--- src/rtl/eight_way_rr_arbiter.sv ---
// Eight-requester arbiter with selectable fixed-priority / round-robin selection,
// registered one-hot grant, maximum hold time and a one-cycle gap between grants.
module eight_way_rr_arbiter #(
    parameter int unsigned MAX_HOLD = 16  // 2..255, 0 disables the hold timeout
) (
    input  logic       clk,
    input  logic       rst,
    input  logic       en,
    input  logic       mode,
    input  logic [7:0] req,
    output logic [7:0] gnt,
    output logic [2:0] gnt_idx,
    output logic       gnt_valid,
    output logic       timeout
);

    typedef enum logic [1:0] {
        IDLE  = 2'd0,
        GRANT = 2'd1,
        GAP   = 2'd2
    } state_t;

    localparam logic [7:0] HOLD_LIMIT = 8'(MAX_HOLD);
    localparam bit         HOLD_EN    = (MAX_HOLD != 0);

    state_t     state_q, state_d;
    logic [7:0] gnt_q, gnt_d;
    logic [2:0] gnt_idx_q, gnt_idx_d;
    logic       gnt_valid_q, gnt_valid_d;
    logic       timeout_q, timeout_d;
    logic [7:0] hold_cnt_q, hold_cnt_d;
    logic [2:0] last_q, last_d;

    logic [2:0] fp_idx;
    logic [7:0] rr_req;
    logic [2:0] rr_off;
    logic [2:0] rr_idx;
    logic [2:0] win_idx;
    logic [7:0] win_oh;
    logic       win_any;
    logic       arb_ok;
    logic       release_now;
    logic       expire_now;

    // Fixed priority: the last matching index in an ascending scan is the highest one.
    always_comb begin
        fp_idx = 3'd0;
        for (int i = 0; i < 8; i++) begin
            if (req[i]) begin
                fp_idx = 3'(i);
            end
        end
    end

    // rr_req[k] is the request that sits k+1 places after the last released index.
    genvar gi;
    generate
        for (gi = 0; gi < 8; gi++) begin : g_rr_rotate
            assign rr_req[gi] = req[last_q + 3'(gi + 1)];
        end
    endgenerate

    always_comb begin
        rr_off = 3'd0;
        for (int i = 7; i >= 0; i--) begin
            if (rr_req[i]) begin
                rr_off = 3'(i);
            end
        end
    end

    assign rr_idx  = last_q + rr_off + 3'd1;
    assign win_idx = mode ? rr_idx : fp_idx;
    assign win_any = |req;
    assign arb_ok  = en && win_any;

    generate
        for (gi = 0; gi < 8; gi++) begin : g_win_decode
            assign win_oh[gi] = (win_idx == 3'(gi));
        end
    endgenerate

    // A requester dropping its line or en going low wins over an expiring hold.
    assign release_now = !en || !req[gnt_idx_q];
    assign expire_now  = HOLD_EN && (hold_cnt_q == HOLD_LIMIT);

    always_comb begin
        state_d     = state_q;
        gnt_d       = gnt_q;
        gnt_idx_d   = gnt_idx_q;
        gnt_valid_d = gnt_valid_q;
        timeout_d   = 1'b0;
        hold_cnt_d  = hold_cnt_q;
        last_d      = last_q;

        case (state_q)
            IDLE, GAP: begin
                if (arb_ok) begin
                    state_d     = GRANT;
                    gnt_d       = win_oh;
                    gnt_idx_d   = win_idx;
                    gnt_valid_d = 1'b1;
                    hold_cnt_d  = 8'd1;
                end else begin
                    state_d     = IDLE;
                    gnt_d       = 8'd0;
                    gnt_idx_d   = 3'd0;
                    gnt_valid_d = 1'b0;
                    hold_cnt_d  = 8'd0;
                end
            end

            GRANT: begin
                if (release_now || expire_now) begin
                    state_d     = GAP;
                    gnt_d       = 8'd0;
                    gnt_idx_d   = 3'd0;
                    gnt_valid_d = 1'b0;
                    hold_cnt_d  = 8'd0;
                    last_d      = gnt_idx_q;
                    timeout_d   = expire_now && !release_now;
                end else if (hold_cnt_q != 8'hFF) begin
                    hold_cnt_d = hold_cnt_q + 8'd1;
                end
            end

            default: begin
                state_d     = IDLE;
                gnt_d       = 8'd0;
                gnt_idx_d   = 3'd0;
                gnt_valid_d = 1'b0;
                hold_cnt_d  = 8'd0;
            end
        endcase
    end

    always_ff @(posedge clk) begin
        if (rst) begin
            state_q     <= IDLE;
            gnt_q       <= 8'd0;
            gnt_idx_q   <= 3'd0;
            gnt_valid_q <= 1'b0;
            timeout_q   <= 1'b0;
            hold_cnt_q  <= 8'd0;
            last_q      <= 3'd7;
        end else begin
            state_q     <= state_d;
            gnt_q       <= gnt_d;
            gnt_idx_q   <= gnt_idx_d;
            gnt_valid_q <= gnt_valid_d;
            timeout_q   <= timeout_d;
            hold_cnt_q  <= hold_cnt_d;
            last_q      <= last_d;
        end
    end

    assign gnt       = gnt_q;
    assign gnt_idx   = gnt_idx_q;
    assign gnt_valid = gnt_valid_q;
    assign timeout   = timeout_q;

endmodule

--- config.mk ---
export PLATFORM = sky130hd
export DESIGN_NAME = eight_way_rr_arbiter
export DESIGN_NICKNAME = d
export VERILOG_FILES = /design/src/rtl/eight_way_rr_arbiter.sv
export SDC_FILE = /design/constraint.sdc
export NUM_CORES = 1
export LEC_CHECK = 0
export ABC_CLOCK_PERIOD_IN_PS = 4180
export CAP_MARGIN = 20
export CORE_MARGIN = 1
export CORE_UTILIZATION = 25
export CTS_BUF_LIST = sky130_fd_sc_hd__clkbuf_2
export DETAILED_ROUTE_END_ITERATION = 10
export SYNTH_ARGS = -nofsm -noshare
export SYNTH_HDL_FRONTEND = slang
export SYNTH_SLANG_ARGS = --single-unit
export TNS_END_PERCENT = 100
--- constraint.sdc ---
create_clock -name clk -period 4.18 [get_ports clk]
set_clock_uncertainty 0.15 [all_clocks]
set_input_delay 0.836 -clock clk [delete_from_list [all_inputs] [get_ports clk]]
set_output_delay 0.836 -clock clk [all_outputs]
set_load 0.02 [all_outputs]
==> summary.txt <==
Setup path
  • Crit Path Category: primary input to register
  • Worst-path cell chain: clkdlybuf4s50_1, mux4_1, mux2_2, o21ai_0, nand2_1, a31oi_1, o21bai_1, ha_1, fa_1, xor2_1, or2_2, nor3_2, o41ai_1
  • Crit path largest cell delay: approximately 570 ps
  • Startpoint Class: primary input
  • Worst path bufs/invs: 1
  • WP data required: between 4000 and 5000 ps
  • Arr. time, crit path: between 4000 and 5000 ps
  • Slowest CP cell: mux4_1
  • Worst path top cell family by delay: multiplexers
  • Critical Path Fanout Max: 4
  • Critical path endpoint category: register

Timing
  • Worst-Margin Slew: 549 ps
  • Final Cycle Share: between 90% and 100%
  • Setup_tns: 0 ps
  • Setup-failing EPs final: 0
  • Final min period: between 4000 and 5000 ps
  • Achievable frequency: between 200 and 250 MHz
  • RSZ-0062 raised after global routing: false
  • Final Hold Violating Endpoints: 0
  • Final Max Tran Viols: 0
  • Worst relative slew slack: a little under two thirds

Place
  • Area after DPL: 0.00242 sq mm
  • RePlAce Congestion: slightly below 0.8
  • HPWL after DPL: approximately 3700 um
  • PortBufs: 24

Final layout
  • Final Util: roughly a third
  • Ant diodes: 0
  • Final Cell Area: 0.00245 sq mm
  • Synth-to-layout area growth: 26.6%
  • Most frequent cells in the layout: 25 x dfxtp_1, 24 x clkdlybuf4s50_1, 21 x nand2_1, 20 x nor2_1, 20 x buf_4
  • Nets: 264
  • Most common cell after layout, fill and taps aside: dfxtp_1
  • Layout cells sized above 1: between 20% and 30%

Power and ir drop
  • Maximum vdd ir drop: about 140 uV
  • PnR Total Power: 0.658 mW
  • Leakage: approximately 0.93 nW
  • Power Dens Cells: between 200 and 300 mW/mm^2

Detailed routing
  • Pre-Repair DR Iteration Count: 4
  • Via density: about 5
  • Final WL: around 4700 um
  • DR WL/cell: 13.7 um
  • # DRC: 0
  • Post-DRT Antenna Nets: 0
  • Initial DRC count: 34
  • Routed vias: 1,718

Synth
  • Post-Syn Area: around 0.0019 sq mm
  • Ys flop type: dfxtp_1
  • Synth warnings: 0
  • Mean post-synth cell area: approximately 9.5 sq um
  • Cell taking the most area after synthesis: dfxtp_1
  • Mapped Cells: approximately 200
  • #FFs+latches synth: 25
  • Synth cell types: 48
  • Post-synthesis sequential area ratio: between 20% and 30%
  • Post-synth EDFFs: 0
  • Main area contributors after synthesis: dfxtp_1 26%, mux4_1 9.5%, mux4_2 5.8%, nand2_1 4.1%, o41ai_1 4.1%
  • Share of the synthesized area in the top cell type: about 26%
  • Asr flop ratio synth: 0%
  • Syn_nets: ~220

Global route
  • Largest net degree at the start of global routing: 15
  • Vias in the first global route: between 1,500 and 2,000
  • Total global-route track usage: around an eighth
  • Initial antenna violation count: 0
  • First-pass GRT wire length: around 8000 um
  • Overflow after GRT: 0

Floorplan
  • Die Ht: approximately 90 um
  • Starting density of the core: 26.3%
  • Die Wd: roughly 90 um
  • IO Pins: 25
  • Placeable Area: roughly 0.0074 sq mm
  • Die area: about 0.0081 sq mm
  • Site Rows: 31

Clock network
  • Clock slew at reported path FFs: ~230 ps
  • Post-CTS Hold Buffers: 0
  • CTS tree: yes
  • Post-CTS setup buffer count: 0
  • Cts bufs inserted: 3
  • Post-CTS sizing: 0
  • H-Tree Depth: 1
  • Longest Clk Path Bufs: 2
  • Clock Latency Late Sink: approximately 340 ps
  • Sink Count: 25
  • CTS root buf: clkbuf_2

Job
  • Max-cap viol count: 0

Status
  • Outcome: finished clean

Hold path
  • Hold/Removal Path Class: register to register
-- worst reg2reg max path, cell delays in order, from the launching register on --
cell and delay (ps):
dfxtp_1 390, inv_1 110, ha_1 340, mux4_1 590, mux2_2 280, o21ai_0 170, nand2_1 70, a31oi_1 170
o21bai_1 90, ha_1 190, fa_1 370, xor2_1 160, or2_2 330, nor3_2 260, o41ai_1 140
-- metrics by stage --
stage,setup WS (ps),hold WS (ps),std cells
6_report,165,324,344
2_1_floorplan,263,328,203
4_1_cts,195,331,344
3_5_place_dp,-186,293,340
3_3_place_gp,-171,295,339
5_1_grt,6.14,345,344
-- metal layers --
layer  GRT usage (%)  part of all wire [%]
met4            2.82                  0.79
met1            15.8                    48
met3            1.27                   3.1
met5               0                     0
met2            20.0                    48
-- registers in the layout, summed over array words and instances, names as in the netlist --
register and flops:
hold_cnt_q 8, gnt 8, last_q 3, timeout 1, gnt_idx 3, state_q 2
-- final cells by class --
type,count,area [sq um]
Fill cell,793,4920
Tap cell,99,124
Timing Repair Buffer,45,395
Sequential cell,25,500
Clock inverter,1,5.00
Multi-Input combinational cell,161,1380
Inverter,10,37.5
Clock buffer,3,15.0
-- cells by family after synthesis --
family / after synthesis / synth area share, %
flops: 25 / 25.8
compound gates: 46 / 20.5
buf+inv: 17 / 3.94
xor+xnor: 4 / 1.81
mux: 23 / 21.4
simple gates: 82 / 22.3
fa+ha+maj: 6 / 4.26
-- power breakdown --
group	switching, mW	leakage (nW)	internal (mW)
logic	0.148	0.712	0.150
registers	0.0137	0.203	0.250
clock network	0.0736	0.0164	0.0217
-- final timing paths --
path | startpoint | end | slack (ps) | cells past startpoint
setup / recovery | req[5] | gnt[3]$_SDFFE_PP0P_ | 170 | 13
hold reg to reg | gnt[3]$_SDFFE_PP0P_ | gnt[3]$_SDFFE_PP0P_ | 320 | 2
hold / removal | gnt[3]$_SDFFE_PP0P_ | gnt[3]$_SDFFE_PP0P_ | 320 | 2
setup reg to reg | last_q[0]$_SDFFE_PP1P_ | gnt[3]$_SDFFE_PP0P_ | 290 | 14
-- cells in the mapped netlist (2+ instances only) --
library cell   n
dfxtp_1       25
nand2_1       21
nor2_1        20
inv_1         10
o41ai_1        9
o21ai_0        8
mux4_1         7
nand3_1        7
mux2_2         6
and3_1         5
ha_1           5
mux2i_1        5
mux4_2         5
nand2b_1       5
nor3_1         5
a21oi_1        4
buf_2          4
nor2b_1        4
nor3b_1        4
xor2_1         4
a211o_1        3
a211oi_1       2
a21oi_2        2
a311oi_1       2
a31oi_1        2
clkbuf_1       2
nor4_1         2
o2111a_2       2
o2111ai_4      2
o21bai_1       2
or2_2          2
Power figures use the tool's default switching activity.
